--- config.mk ---
export PLATFORM = sky130hd
export DESIGN_NAME = pe_job_scheduler_flat
export DESIGN_NICKNAME = d
export VERILOG_FILES = /design/src/rtl/pe_sched_pkg.sv /design/src/rtl/pe_sched_if.sv /design/src/rtl/pe_sched_fifo.sv /design/src/rtl/pe_job_scheduler.sv /design/src/flat_wrapper.sv
export SDC_FILE = /design/constraint.sdc
export NUM_CORES = 1
export LEC_CHECK = 0
export ABC_AREA = 1
export CAP_MARGIN = 20
export CORE_ASPECT_RATIO = 1.1
export CORE_MARGIN = 2
export CORE_UTILIZATION = 55
export DETAILED_ROUTE_END_ITERATION = 6
export PLACE_DENSITY = 0.75
export SETUP_SLACK_MARGIN = 0.5
export SLEW_MARGIN = 20
export SYNTH_ARGS = -nofsm -noshare
export SYNTH_HDL_FRONTEND = slang
export SYNTH_SLANG_ARGS = --single-unit
export TNS_END_PERCENT = 20
--- constraint.sdc ---
create_clock -name CLK -period 5.7 [get_ports CLK]
set_input_delay 1.14 -clock CLK [delete_from_list [all_inputs] [get_ports CLK]]
set_output_delay 1.14 -clock CLK [all_outputs]
set_load 0.02 [all_outputs]
--- src/rtl/pe_sched_pkg.sv ---
// Shared types and defaults for the PE job scheduler: FSM states, pipeline tag and
// result FIFO entry layouts.
package pe_sched_pkg;

  localparam int DIM_DEF        = 4;
  localparam int PE_LAT_DEF     = 4;
  localparam int FIFO_DEPTH_DEF = 8;
  localparam int IDX_W_PKG      = $clog2(DIM_DEF);

  typedef logic [IDX_W_PKG-1:0] idx_t;

  typedef enum logic [1:0] {
    IDLE  = 2'd0,
    ISSUE = 2'd1,
    DRAIN = 2'd2,
    DONE  = 2'd3
  } sched_state_t;

  typedef struct packed {
    logic valid;
    idx_t row;
    idx_t col;
  } res_tag_t;

  typedef struct packed {
    idx_t        row;
    idx_t        col;
    logic [31:0] data;
  } res_entry_t;

  function automatic int credit_w(input int depth);
    return $clog2(depth + 1);
  endfunction

endpackage

--- src/rtl/pe_sched_if.sv ---
// Scheduler bus: operand selects and result input on the PE side, plus the
// valid/ready result stream towards the consumer.
interface pe_sched_if #(
  parameter int IDX_W = $clog2(pe_sched_pkg::DIM_DEF)
) ();

  logic             pe_en;
  logic [IDX_W-1:0] op_row;
  logic [IDX_W-1:0] op_col;
  logic [31:0]      pe_c;
  logic             res_valid;
  logic             res_ready;
  logic [IDX_W-1:0] res_row;
  logic [IDX_W-1:0] res_col;
  logic [31:0]      res_data;

  modport master (
    output pe_en, op_row, op_col, res_valid, res_row, res_col, res_data,
    input  pe_c, res_ready
  );

  modport slave (
    input  pe_en, op_row, op_col, res_valid, res_row, res_col, res_data,
    output pe_c, res_ready
  );

endinterface

--- src/rtl/pe_sched_fifo.sv ---
// First-word-fall-through result FIFO; head is presented combinationally from storage
// and reads as zero while empty. Push and pop may coincide at any fill level.
module pe_sched_fifo
  import pe_sched_pkg::*;
#(
  parameter  int DEPTH = FIFO_DEPTH_DEF,
  localparam int PTR_W = (DEPTH > 1) ? $clog2(DEPTH) : 1,
  localparam int CNT_W = $clog2(DEPTH + 1)
) (
  input  logic             clk,
  input  logic             rst_n,
  input  logic             push,
  input  res_entry_t       push_entry,
  input  logic             pop,
  output res_entry_t       head,
  output logic             empty,
  output logic [CNT_W-1:0] count
);

  res_entry_t       mem_q [DEPTH];
  res_entry_t       mem_d [DEPTH];
  logic [PTR_W-1:0] wr_ptr_q, wr_ptr_d;
  logic [PTR_W-1:0] rd_ptr_q, rd_ptr_d;
  logic [CNT_W-1:0] count_q, count_d;
  logic             full;
  logic             do_pop;

  function automatic logic [PTR_W-1:0] ptr_inc(input logic [PTR_W-1:0] p);
    return (p == PTR_W'(DEPTH - 1)) ? '0 : p + PTR_W'(1);
  endfunction

  assign empty  = (count_q == '0);
  assign full   = (count_q == CNT_W'(DEPTH));
  assign do_pop = pop && !empty;
  assign count  = count_q;
  assign head   = empty ? '0 : mem_q[rd_ptr_q];

  always_comb begin
    mem_d    = mem_q;
    wr_ptr_d = wr_ptr_q;
    rd_ptr_d = rd_ptr_q;
    count_d  = count_q;
    if (push) begin
      mem_d[wr_ptr_q] = push_entry;
      wr_ptr_d        = ptr_inc(wr_ptr_q);
    end
    if (do_pop) begin
      rd_ptr_d = ptr_inc(rd_ptr_q);
    end
    if (push && !do_pop) begin
      count_d = count_q + CNT_W'(1);
    end else if (!push && do_pop) begin
      count_d = count_q - CNT_W'(1);
    end
  end

  always_ff @(posedge clk or negedge rst_n) begin
    if (!rst_n) begin
      wr_ptr_q <= '0;
      rd_ptr_q <= '0;
      count_q  <= '0;
    end else begin
      wr_ptr_q <= wr_ptr_d;
      rd_ptr_q <= rd_ptr_d;
      count_q  <= count_d;
    end
  end

  // Storage needs no reset: the head is masked while the FIFO is empty.
  always_ff @(posedge clk) begin
    mem_q <= mem_d;
  end

  a_no_overflow: assert property (@(posedge clk) disable iff (!rst_n)
    !(push && full && !do_pop));

endmodule

--- src/rtl/pe_job_scheduler.sv ---
// Sequences one DIM x DIM matrix-product job over a single pipelined PE, credit-throttled
// against the result FIFO. Optional PE_SCHED_PERF_EN adds the stall_cnt port.
//
// state | meaning
// IDLE  | waiting for start; op selects parked at (0,0)
// ISSUE | one operand pair per cycle while credits remain, bubble otherwise
// DRAIN | all pairs issued; waiting for tag pipe and FIFO to empty
// DONE  | single-cycle done pulse, then back to IDLE
module pe_job_scheduler
  import pe_sched_pkg::*;
#(
  parameter int DIM        = DIM_DEF,
  parameter int PE_LAT     = PE_LAT_DEF,
  parameter int FIFO_DEPTH = FIFO_DEPTH_DEF,
  parameter int IDX_W      = $clog2(DIM)
) (
  input  logic        CLK,
  input  logic        reset_n,
  input  logic        start,
  output logic        busy,
  output logic        done,
`ifdef PE_SCHED_PERF_EN
  output logic [31:0] stall_cnt,
`endif
  pe_sched_if.master  bus
);

  localparam int CRED_W = credit_w(FIFO_DEPTH);
  localparam logic [IDX_W-1:0] IDX_LAST = IDX_W'(DIM - 1);

  if (FIFO_DEPTH < PE_LAT) begin : g_depth_chk
    $error("pe_job_scheduler: FIFO_DEPTH must be >= PE_LAT");
  end
  if (IDX_W > IDX_W_PKG) begin : g_idx_chk
    $error("pe_job_scheduler: DIM exceeds the index width of pe_sched_pkg");
  end

  sched_state_t      state_q, state_d;
  logic [IDX_W-1:0]  op_row_q, op_row_d;
  logic [IDX_W-1:0]  op_col_q, op_col_d;
  logic [CRED_W-1:0] credits_q, credits_d;
  res_tag_t          tag_q [PE_LAT];
  res_tag_t          tag_d [PE_LAT];

  logic              issue;
  logic              start_acc;
  logic              pipe_busy;
  logic              pop;
  logic              fifo_push;
  logic              fifo_empty;
  logic              fifo_drained;
  logic [CRED_W-1:0] fifo_count;
  res_entry_t        push_entry;
  res_entry_t        head;

  always_comb begin
    state_d   = state_q;
    op_row_d  = op_row_q;
    op_col_d  = op_col_q;
    issue     = 1'b0;
    start_acc = 1'b0;
    case (state_q)
      IDLE: begin
        if (start) begin
          start_acc = 1'b1;
          state_d   = ISSUE;
          op_row_d  = '0;
          op_col_d  = '0;
        end
      end
      ISSUE: begin
        if (credits_q != '0) begin
          issue = 1'b1;
          if (op_col_q == IDX_LAST) begin
            op_col_d = '0;
            if (op_row_q == IDX_LAST) begin
              op_row_d = '0;
              state_d  = DRAIN;
            end else begin
              op_row_d = op_row_q + IDX_W'(1);
            end
          end else begin
            op_col_d = op_col_q + IDX_W'(1);
          end
        end
      end
      DRAIN: begin
        if (!pipe_busy && fifo_drained) begin
          state_d = DONE;
        end
      end
      DONE:    state_d = IDLE;
      default: state_d = IDLE;
    endcase
  end

  // Stage PE_LAT-1 lines up with pe_c for the pair issued PE_LAT cycles earlier.
  always_comb begin
    tag_d[0] = '{valid: issue, row: idx_t'(op_row_q), col: idx_t'(op_col_q)};
    for (int i = 1; i < PE_LAT; i++) begin
      tag_d[i] = tag_q[i-1];
    end
    pipe_busy = 1'b0;
    for (int i = 0; i < PE_LAT; i++) begin
      pipe_busy = pipe_busy | tag_q[i].valid;
    end
  end

  always_comb begin
    fifo_push  = tag_q[PE_LAT-1].valid;
    push_entry = '{row: tag_q[PE_LAT-1].row, col: tag_q[PE_LAT-1].col, data: bus.pe_c};
  end

  always_comb begin
    credits_d = credits_q;
    if (issue && !pop) begin
      credits_d = credits_q - CRED_W'(1);
    end else if (!issue && pop) begin
      credits_d = credits_q + CRED_W'(1);
    end
  end

  // Looking through a pop of the final entry lets done follow the last pop directly.
  assign fifo_drained = fifo_empty || ((fifo_count == CRED_W'(1)) && pop);
  assign pop          = !fifo_empty && bus.res_ready;

  always_ff @(posedge CLK or negedge reset_n) begin
    if (!reset_n) begin
      state_q   <= IDLE;
      op_row_q  <= '0;
      op_col_q  <= '0;
      credits_q <= CRED_W'(FIFO_DEPTH);
      tag_q     <= '{default: '0};
    end else begin
      state_q   <= state_d;
      op_row_q  <= op_row_d;
      op_col_q  <= op_col_d;
      credits_q <= credits_d;
      tag_q     <= tag_d;
    end
  end

  pe_sched_fifo #(
    .DEPTH (FIFO_DEPTH)
  ) u_fifo (
    .clk        (CLK),
    .rst_n      (reset_n),
    .push       (fifo_push),
    .push_entry (push_entry),
    .pop        (pop),
    .head       (head),
    .empty      (fifo_empty),
    .count      (fifo_count)
  );

  assign busy          = (state_q != IDLE);
  assign done          = (state_q == DONE);
  assign bus.pe_en     = (state_q == ISSUE) || (state_q == DRAIN);
  assign bus.op_row    = op_row_q;
  assign bus.op_col    = op_col_q;
  assign bus.res_valid = !fifo_empty;
  assign bus.res_row   = IDX_W'(head.row);
  assign bus.res_col   = IDX_W'(head.col);
  assign bus.res_data  = head.data;

`ifdef PE_SCHED_PERF_EN
  logic [31:0] stall_cnt_q, stall_cnt_d;

  always_comb begin
    stall_cnt_d = stall_cnt_q;
    if (start_acc) begin
      stall_cnt_d = '0;
    end else if ((state_q == ISSUE) && (credits_q == '0)) begin
      stall_cnt_d = stall_cnt_q + 32'd1;
    end
  end

  always_ff @(posedge CLK or negedge reset_n) begin
    if (!reset_n) begin
      stall_cnt_q <= '0;
    end else begin
      stall_cnt_q <= stall_cnt_d;
    end
  end

  assign stall_cnt = stall_cnt_q;
`endif

endmodule

--- src/flat_wrapper.sv ---
// flat-port wrapper written by rule: the top's interface ports become plain ports
module pe_job_scheduler_flat import pe_sched_pkg::*;
#(
  parameter int DIM        = DIM_DEF,
  parameter int PE_LAT     = PE_LAT_DEF,
  parameter int FIFO_DEPTH = FIFO_DEPTH_DEF,
  parameter int IDX_W      = $clog2(DIM)
)
  (CLK, reset_n, start, busy, done, bus_pe_en, bus_op_row, bus_op_col, bus_res_valid, bus_res_row, bus_res_col, bus_res_data, bus_pe_c, bus_res_ready);
  pe_sched_if #(.IDX_W(IDX_W)) bus_i ();
  input  logic CLK;
  input  logic reset_n;
  input  logic start;
  output logic busy;
  output logic done;
  output wire logic [$bits(bus_i.pe_en)-1:0] bus_pe_en;
  output wire logic [$bits(bus_i.op_row)-1:0] bus_op_row;
  output wire logic [$bits(bus_i.op_col)-1:0] bus_op_col;
  output wire logic [$bits(bus_i.res_valid)-1:0] bus_res_valid;
  output wire logic [$bits(bus_i.res_row)-1:0] bus_res_row;
  output wire logic [$bits(bus_i.res_col)-1:0] bus_res_col;
  output wire logic [$bits(bus_i.res_data)-1:0] bus_res_data;
  input wire logic [$bits(bus_i.pe_c)-1:0] bus_pe_c;
  input wire logic [$bits(bus_i.res_ready)-1:0] bus_res_ready;
  assign bus_pe_en = bus_i.pe_en;
  assign bus_op_row = bus_i.op_row;
  assign bus_op_col = bus_i.op_col;
  assign bus_res_valid = bus_i.res_valid;
  assign bus_res_row = bus_i.res_row;
  assign bus_res_col = bus_i.res_col;
  assign bus_res_data = bus_i.res_data;
  assign bus_i.pe_c = bus_pe_c;
  assign bus_i.res_ready = bus_res_ready;
  pe_job_scheduler #(.DIM(DIM), .PE_LAT(PE_LAT), .FIFO_DEPTH(FIFO_DEPTH), .IDX_W(IDX_W)) u_core (.CLK(CLK), .reset_n(reset_n), .start(start), .busy(busy), .done(done), .bus(bus_i));
endmodule
=== After elaboration in Yosys (flattened, before gate mapping) ===
Index checks and enable logic that the tools add are counted.

* Register bits: 328
* Input port bits: 36
* Output and inout port bits: 44
* Word-level logic and storage cells: 128

* $lt $le $gt $ge: 3
* Equality and inequality tests: 13
* Reductions and logical operators: 27
* $add $sub $neg: 8
* Multiplexer cells: 29
* Bitwise logic cells: 5

{| class="wikitable"
|+ Operator list
! operator !! number
|-
| bitwise mux 288 bit || 1
|-
| 2-to-1 mux 36 bit || 4
|-
| binary-select mux 36 bit (select 3 bit) || 1
|-
| demux 36 bit (select 3 bit) || 1
|-
| 2-to-1 mux 2 bit || 11
|-
| 2-to-1 mux 4 bit || 4
|-
| logical AND 1 bit || 9
|-
| adder 4 x 1 -> 4 bit (second input constant) || 2
|-
| equality test 2 bit (second input constant) || 4
|-
| greater-or-equal comparator 4 bit (second input constant) || 2
|-
| inequality test 2 x 1 -> 1 bit (second input constant) || 4
|-
| NOT 3 -> 4 bit || 2
|-
| case mux 2 bit (2 select lines) || 2
|-
| case mux 2 bit (4 select lines) || 1
|-
| nonzero test 2 bit || 4
|-
| subtractor 4 x 1 -> 4 bit (second input constant) || 2
|-
| adder 3 x 1 -> 3 bit (second input constant) || 2
|-
| equality test 3 bit (second input constant) || 2
|-
| zero test 1 bit || 6
|-
| 2-to-1 mux 3 bit || 2
|-
| AND reduction 5 bit || 1
|-
| adder 2 x 1 -> 2 bit (second input constant) || 2
|-
| equality test 4 x 1 -> 1 bit (second input constant) || 1
|-
| zero test 4 bit || 1
|-
| 10 further kinds || 14
|}

=== Depth between registers and ports, before layout ===
Gate-level depths: netlist of run 1.

* Depth in word-level cells: 8
* Depth in mapped cells: 15
* Mapped depth without buffers: 15

=== Modules after synthesis ===
Synthesis of run 1 repeated with hierarchy kept, for this count alone.

* Cell total of the unflattened synthesis: 1453
* Area, all modules: 14428.8 sq um

{| class="wikitable"
|+ By module, submodules not included
! module !! instances !! cells each !! seq. area each (sq um) !! area each (sq um)
|-
| pe_sched_fifo || 1 || 1327 || 8898.5 || 13142.6
|-
| pe_job_scheduler || 1 || 126 || 752.0 || 1286.2
|}

=== Worst setup path after synthesis of run 1 ===
OpenSTA, ideal clock, no wires.

* Path type: in2reg
* Start point: input port bus_res_ready
* End point: register u_core.credits_q[2]
* Slack: 3.017 ns
* Arrival: 2.601 ns
* Data required time: 5.618 ns
* Path buffers: 0
* Library setup time: 0.082 ns
* Stages on the path: 11
* Cell sequence: inv_1 nor2_1 inv_1 ha_1 nand2_1 inv_1 nor2_1 ha_1 a21oi_1 or2_2 a31oi_1

* Word-level cells in the longest chain between the ends: 4
* Elaborated cells between the ends (all ways): 6
* Classes of those cells: mux (1); reduce/logical (5)

{| class="wikitable"
|+ Ends and longest elaborated chain
! item !! RTL line !! text
|-
| start, declared || flat_wrapper.sv:24 || <nowiki>input wire logic [$bits(bus_i.res_ready)-1:0] bus_res_ready;</nowiki>
|-
| logical AND 1 bit (*) || pe_job_scheduler.sv:125 || <nowiki>assign pop = !fifo_empty && bus.res_ready;</nowiki>
|-
| zero test 1 bit || pe_job_scheduler.sv:116 || <nowiki>if (issue && !pop) begin</nowiki>
|-
| logical AND 1 bit || pe_job_scheduler.sv:116 ||
|-
| 2-to-1 mux 4 bit or nonzero test 2 bit (tied branches) || n/a ||
|-
| end signal, assigned || pe_job_scheduler.sv:132 || <nowiki>credits_q <= CRED_W'(FIFO_DEPTH);</nowiki>
|-
| end signal, assigned || pe_job_scheduler.sv:138 || <nowiki>credits_q <= credits_d;</nowiki>
|-
| end, declared || pe_job_scheduler.sv:41 || <nowiki>logic [CRED_W-1:0] credits_q, credits_d;</nowiki>
|}

Every way passes the cells marked *; elsewhere a longest branch is shown, timed or not.
A chain may end at the register's enable or synchronous reset.

=== Final worst setup path of run 1 ===
* Start point: register u_core.u_fifo.rd_ptr_q[0]
* End point: output port bus_res_data[2]

* Word-level cells in the longest chain between the ends: 5

{| class="wikitable"
|+ Ends and longest elaborated chain
! item !! RTL line !! text
|-
| start, declared || pe_sched_fifo.sv:23 || <nowiki>logic [PTR_W-1:0] rd_ptr_q, rd_ptr_d;</nowiki>
|-
| start signal, assigned || pe_sched_fifo.sv:64 || <nowiki>rd_ptr_q <= rd_ptr_d;</nowiki>
|-
| NOT 3 -> 4 bit (not written as such) || pe_sched_fifo.sv:36 || <nowiki>assign head = empty ? '0 : mem_q[rd_ptr_q];</nowiki>
|-
| binary-select mux 36 bit (select 3 bit) || pe_sched_fifo.sv:36 ||
|-
| 2-to-1 mux 36 bit (not written as such) (2 in series) || pe_sched_fifo.sv:36 ||
|-
| 2-to-1 mux 36 bit || pe_sched_fifo.sv:36 ||
|-
| end, declared || flat_wrapper.sv:22 || <nowiki>output wire logic [$bits(bus_i.res_data)-1:0] bus_res_data;</nowiki>
|}

No other way between the ends. The select of a mux whose other input is x is not followed.

==> results.sh, run 1 <==
export IMPL_cts_root_buf="clkbuf_16"
export IMPL_p_leak_nw=5.28
export IMPL_drv_cap=0
export IMPL_yosysMostFrequentCell="nor2_1"
export IMPL_io_buffers=79
export IMPL_gr_total_overflow=0
export IMPL_place_ws_ps=1540
export IMPL_ys_ff_latch=328
export IMPL_antenna_found_initial=2
export IMPL_fin_crit_sh=0.845
export IMPL_worstSetupStartpointType="flop"
export IMPL_crit_path_max_fanout=105
export IMPL_total_power_mw=8.13
export IMPL_timing_fmax_ghz=0.208
export IMPL_clkTransAtPathRegs_ps=60
export IMPL_post_cts_resized=0
export IMPL_path_class="flop to output port"
export IMPL_drc=0
export IMPL_power_density_nw_per_um2=539
export IMPL_fin_skew_ps=5.89
export IMPL_worst_path_max_delay_cell="buf_4"
export IMPL_path_cells="buf_4 -> nor2_1 -> nor2_1 -> o21ai_0 -> o21ai_0 -> o21ai_0 -> nor2_1 -> clkdlybuf4s50_1"
export IMPL_cts_tree="yes"
export IMPL_syn_cell_area_um2=13100
export IMPL_cts_buffers_inserted=31
export IMPL_die_area_um2=25100
export IMPL_grt_usage=0.208
export IMPL_grt_pass1_vias=7891
export IMPL_htreeDepth=1
export IMPL_finalSetupTns_ps=0
export IMPL_drt_pass1_iterations=5
export IMPL_viasPerCell=5.58
export IMPL_r2r_slack_ps=3080
export IMPL_clock_sinks=328
export IMPL_synth_top_area_cell="edfxtp_1"
export IMPL_maxSlewViolCount=0
export IMPL_synth_distinct_cells=25
export IMPL_grt_max_degree=106
export IMPL_start_util=0.558
export IMPL_fin_crit_ps=4820
export IMPL_synthCells=1079
export IMPL_setup_viol=0
export IMPL_syn_avg_cell_area_um2=12.2
export IMPL_core_um2=23500
export IMPL_async_flop_share=0.122
export IMPL_drtIter0Drc=615
export IMPL_grt_pass1_wl_mm=40.9
export IMPL_ys_seq_area_frac=0.735
export IMPL_crit_path_max_incr_delay_ps=870
export IMPL_drive_above_1_share=0.0643
export IMPL_tightest_slew_ps=1050
export IMPL_ant_nets=0
export IMPL_yosys_warnings=0
export IMPL_final_nets=1197
export IMPL_synth_edff_count=288
export IMPL_synthTopCellsByCount="nor2_1 (309), edfxtp_1 (288), o21ai_0 (161)"
export IMPL_crit_required_ps=4560
export IMPL_fillers=1689
export IMPL_num_vias=8226
export IMPL_cp_end_kind="output port"
export IMPL_gp_congestion=0.737
export IMPL_cts_hold_buf=0
export IMPL_synth_area_top_cells="edfxtp_1 (66%), nor2_1 (8.8%), dfrtp_1 (7.4%), o21ai_0 (6.1%), o21ai_1 (4.0%)"
export IMPL_arrival_ps=3680
export IMPL_wire_per_inst_um=17.5
export IMPL_postCtsSetupBuffers=0
export IMPL_fp_dieH_um=166
export IMPL_drt_total_wl_mm=25.8
export IMPL_hpwl_mm=13.6
export IMPL_pin_count=80
export IMPL_status="complete, no violations"
export IMPL_cts_buffer_depth=3
export IMPL_synth_top_cell_area_share=0.658
export IMPL_hold_viol_final=0
export IMPL_syn_num_nets=1132
export IMPL_synth_flop_cell="edfxtp_1"
export IMPL_worst_r2r_cell_count=14
export IMPL_syn_to_final_growth_pct=14.7
export IMPL_relSlewSlack=0.299
export IMPL_holdCritPathClass="flop to flop"
export IMPL_setup_slack_ps=884
export IMPL_hold_depth=0
export IMPL_rows=59
export IMPL_die_w_um=151
export IMPL_clkLatencyLatePin_ps=540
export IMPL_rsz0062_at_grt="false"
export IMPL_vdd_drop_max_mv=0.395
## metal layers
layer / up-vias / track usage / part of all wire / wire length (um)
met1: 3967 / 0.286 / 0.42 / 10800
met4: 2 / 0.0638 / 0.022 / 562
met3: 46 / 0.0335 / 0.069 / 1780
li1: 3920 / - / - / -
met5: - / 0 / 0.00050 / 13
met2: 291 / 0.343 / 0.49 / 12700
## critical path, delay by kind of cell (launching register included)
kind,cells,cell delay [ps]
compound gates,3,460
buf+inv,2,1490
flops,1,710
simple gates,3,410
## worst paths after layout
path                                                 from                         to
worst max-delay path            u_core.u_fifo.rd_ptr_q[0]            bus_res_data[2]
worst min-delay path                      u_core.tag_d[1]      u_core.push_entry[33]
worst max register to register     u_core.u_fifo.count[0]        u_core.credits_q[2]
worst min register to register            u_core.tag_d[1]      u_core.push_entry[33]
max in group asynchronous                         reset_n  u_core.u_fifo.rd_ptr_q[1]
min in group asynchronous                         reset_n     u_core.u_fifo.count[2]
## final cells by class
type | instances | area (um2) | area share
well taps | 305 | 382 | 0.0253
flip-flops and latches | 328 | 9660 | 0.641
diodes | 1 | 2.50 | 0.000166
repair buffers | 94 | 911 | 0.0604
inverters | 28 | 108 | 0.00714
clock inverters | 20 | 124 | 0.00822
clock buffers | 36 | 795 | 0.0527
multi-input cells | 661 | 3090 | 0.205
## per-stage QoR
| step | instances | utilization | area, um2 | hold slack, ps |
|---|---|---|---|---|
| after floorplan | 1079 | - | 13100 | 331 |
| final | 1473 | 0.640 | 15100 | 344 |
| after global placement | 1416 | 0.601 | 14100 | 333 |
| after CTS | 1472 | 0.640 | 15100 | 345 |
| after detailed placement | 1416 | 0.601 | 14100 | 335 |
| after global routing | 1473 | 0.640 | 15100 | 356 |
## registers in the layout, indices dropped and copies added, names as in the netlist
signal	flops
u_core.u_fifo.mem_q	288
u_core.tag_d	15
u_core.credits_q	4
u_core.push_entry	4
u_core.u_fifo.count	4
u_core.u_fifo.rd_ptr_q	3
u_core.u_fifo.wr_ptr_q	3
u_core.bus.op_col	2
u_core.bus.op_row	2
u_core.state_q	2
u_core.fifo_push	1
## logic make-up (layout without fill, tap and decap cells)
group / count (synthesis) / after routing / synth area share
compound gates: 273 / 273 / 0.104
xor+xnor: 5 / 5 / 0.00333
fa+ha+maj: 17 / 17 / 0.0162
buf+inv: 90 / 178 / 0.0348
flops: 328 / 328 / 0.735
other cells: 0 / 1 / 0
simple gates: 366 / 366 / 0.107
## cell usage in the layout, fill, tap and decap left out, drive strengths merged
master / n
xor2: 3
a31oi: 2
clkinvlp: 1
buf: 16
dfrtp: 39
clkbuf: 36
nand4: 3
dfstp: 1
nor2: 309
clkdlybuf4s50: 78
or2: 4
edfxtp: 288
nand3: 10
clkinv: 18
inv: 28
diode: 1
ha: 17
nand2: 39
o21ai: 267
bufinv: 1
xnor2: 2
a21oi: 4
nor3: 1
## report_power, final
group	total (mW)	leakage (nW)	switching, mW	internal, mW
Combinational	3.07	1.71	1.92	1.15
Sequential	3.22	3.12	0.236	2.98
Clock	1.85	0.452	0.810	1.04
Total	8.13	5.28	2.96	5.16
Power figures use the tool's default switching activity.
==> run 2, diff against run 1 <==
--- a/config.mk
+++ b/config.mk
@@ -9,7 +9,7 @@
 export CAP_MARGIN = 20
 export CORE_ASPECT_RATIO = 1.1
 export CORE_MARGIN = 2
-export CORE_UTILIZATION = 55
+export CORE_UTILIZATION = 53
 export DETAILED_ROUTE_END_ITERATION = 6
 export PLACE_DENSITY = 0.75
 export SETUP_SLACK_MARGIN = 0.5
==> constraint.sdc (replaced) <==
create_clock -name CLK -period 3.91 [get_ports CLK]
set_input_delay 0.782 -clock CLK [delete_from_list [all_inputs] [get_ports CLK]]
set_output_delay 0.782 -clock CLK [all_outputs]
set_load 0.02 [all_outputs]
==> results.sh, run 2 (synthesis results as in run 1) <==
export IMPL_status="complete, no violations"
export IMPL_grt_pass1_vias=8438
export IMPL_clock_sinks=328
export IMPL_p_comb_frac=0.396
export IMPL_cts_root_buf="clkbuf_16"
export IMPL_cts_buffers_inserted=31
export IMPL_clkLatencyLatePin_ps=550
export IMPL_antenna_found_initial=1
export IMPL_p_int_mw=7.84
export IMPL_fillers=1770
export IMPL_cts_hold_buf=0
export IMPL_wire_per_inst_um=19.1
export IMPL_timing_fmax_ghz=0.289
export IMPL_vdd_drop_max_mv=0.523
export IMPL_place_area_um2=14300
export IMPL_cts_tree="yes"
export IMPL_clkTransAtPathRegs_ps=60
export IMPL_hold_depth=0
export IMPL_final_nets=1211
export IMPL_power_density_nw_per_um2=803
export IMPL_p_leak_nw=5.50
export IMPL_drive_above_1_share=0.0788
export IMPL_final_cell_area_um2=15400
export IMPL_pwr_share_clk=0.230
export IMPL_fin_crit_ps=3460
export IMPL_crit_path_max_fanout=15
export IMPL_cts_buffer_depth=3
export IMPL_pwr_share_seq=0.374
export IMPL_path_class="flop to output port"
export IMPL_tightest_slew_ps=843
export IMPL_syn_to_final_growth_pct=17.1
export IMPL_start_util=0.538
export IMPL_core_um2=24400
export IMPL_setup_slack_ps=453
export IMPL_finalSetupTns_ps=0
export IMPL_placed_cells=1428
export IMPL_fp_dieH_um=169
export IMPL_fin_util=0.631
export IMPL_cp_end_kind="output port"
export IMPL_layout_common_cells="nor2_1 (301), edfxtp_1 (288), o21ai_0 (160), o21ai_1 (107), clkdlybuf4s50_1 (68)"
export IMPL_die_area_um2=26100
export IMPL_grt_max_degree=73
export IMPL_die_w_um=154
export IMPL_total_power_mw=12.4
export IMPL_multi_input_area_um2=3090
export IMPL_grt_pass1_wl_mm=44.2
export IMPL_r2r_slack_ps=1350
export IMPL_holdCritPathClass="flop to flop"
export IMPL_hpwl_mm=15.4
export IMPL_drtIter0Drc=965
export IMPL_drt_total_wl_mm=28.4
export IMPL_final_common_cell="nor2_1"
export IMPL_setup_viol=0
export IMPL_ant_nets=0
export IMPL_rsz0062_at_grt="true"
export IMPL_relSlewSlack=0.438
export IMPL_crit_required_ps=3130
export IMPL_viasPerCell=5.63
export IMPL_fin_skew_ps=8.95
export IMPL_top_register="u_core.u_fifo.mem_q"
export IMPL_timing_hold_ws_ps=345
export IMPL_arrival_ps=2680
export IMPL_p_sw_frac=0.366
export IMPL_drv_cap=0
export IMPL_drt_pass1_iterations=5
export IMPL_grt_usage=0.216
export IMPL_switching_power_mw=4.52
export IMPL_hold_viol_final=0
export IMPL_gr_total_overflow=0
export IMPL_worstSetupStartpointType="flop"
export IMPL_pin_count=80
export IMPL_largest_reg_flops=288
export IMPL_maxSlewViolCount=0
export IMPL_drc=0
export IMPL_gp_congestion=0.785
export IMPL_rows=60
export IMPL_num_vias=8400
export IMPL_place_ws_ps=765
export IMPL_htreeDepth=1
export IMPL_regArea_um2=9660
export IMPL_io_buffers=79
export IMPL_final_cells=1491
export IMPL_fin_crit_sh=0.884
export IMPL_worst_r2r_cell_count=14
==> run 2: cell count changes in the layout (fill, tap and decap cells not counted), sizes merged <==
cell           delta
clkdlybuf4s50    -10
bufinv            +2
clkinv            -1
buf              +12
dlygate4sd2       +4
clkbuf            -1
bufbuf            +1
dlymetal6s2s      +6
==> run 2: worst max-delay path: stages, from the launching register on <==
cell             delay (ps)
dfrtp_4                 520
buf_4                   210
buf_4                   240
nor2_1                   70
nor2_1                  110
o21ai_1                  90
o21ai_1                  90
o21ai_1                  70
nor2_1                  120
clkdlybuf4s50_1         620
==> run 2: power groups by stage <==
stage | Clock, mW | Combinational (mW) | Sequential (mW)
after floorplan | 0 | 3.08 | 4.57
after global placement | 0 | 4.51 | 4.73
after detailed placement | 0 | 4.62 | 4.75
after CTS | 2.87 | 4.84 | 4.63
after global routing | 3.01 | 5.40 | 4.67
final | 2.85 | 4.89 | 4.62
==> run 2: cell type report <==
class,count,area share
tap,310,0.0252
inverter,28,0.00716
antenna,1,0.000163
multi-input combinational,661,0.201
clock buffer,34,0.0511
sequential,328,0.628
timing repair buffer,108,0.0764
clock inverter,21,0.0113
==> run 2: metal layers <==
metal,GRT usage,vias to the layer above,share of wire
met1,0.280,4103,0.40
met5,0,-,0
met4,0.0695,0,0.021
met2,0.381,310,0.51
li1,-,3945,-
met3,0.0297,42,0.064
==> run 2: timing repair <==
item | 4_1_cts | 5_1_grt
resized for setup | 9 | 11
setup buffers | 3 | 2
gates cloned | 1 | 1
setup endpoints to repair | 36 | 35
==> run 2: path summary, 6_finish.rpt <==
| path | end | startpoint |
|---|---|---|
| max in group asynchronous | u_core.u_fifo.rd_ptr_q[0] | reset_n |
| min in group asynchronous | u_core.tag_d[10] | reset_n |
| worst max-delay path | bus_res_data[30] | u_core.u_fifo.rd_ptr_q[0] |
| worst max register to register | u_core.credits_q[2] | u_core.u_fifo.count[0] |
| worst min register to register | u_core.tag_d[6] | u_core.tag_d[11] |
| worst min-delay path | u_core.tag_d[6] | u_core.tag_d[11] |
==> run 3, diff against run 2 <==
--- a/config.mk
+++ b/config.mk
@@ -10,6 +10,7 @@
 export CORE_ASPECT_RATIO = 1.1
 export CORE_MARGIN = 2
 export CORE_UTILIZATION = 53
+export CTS_CLUSTER_SIZE = 40
 export DETAILED_ROUTE_END_ITERATION = 6
 export PLACE_DENSITY = 0.75
 export SETUP_SLACK_MARGIN = 0.5
==> results of run 3 <==
The final DEF is identical to that of run 2; final timing and power are the same.
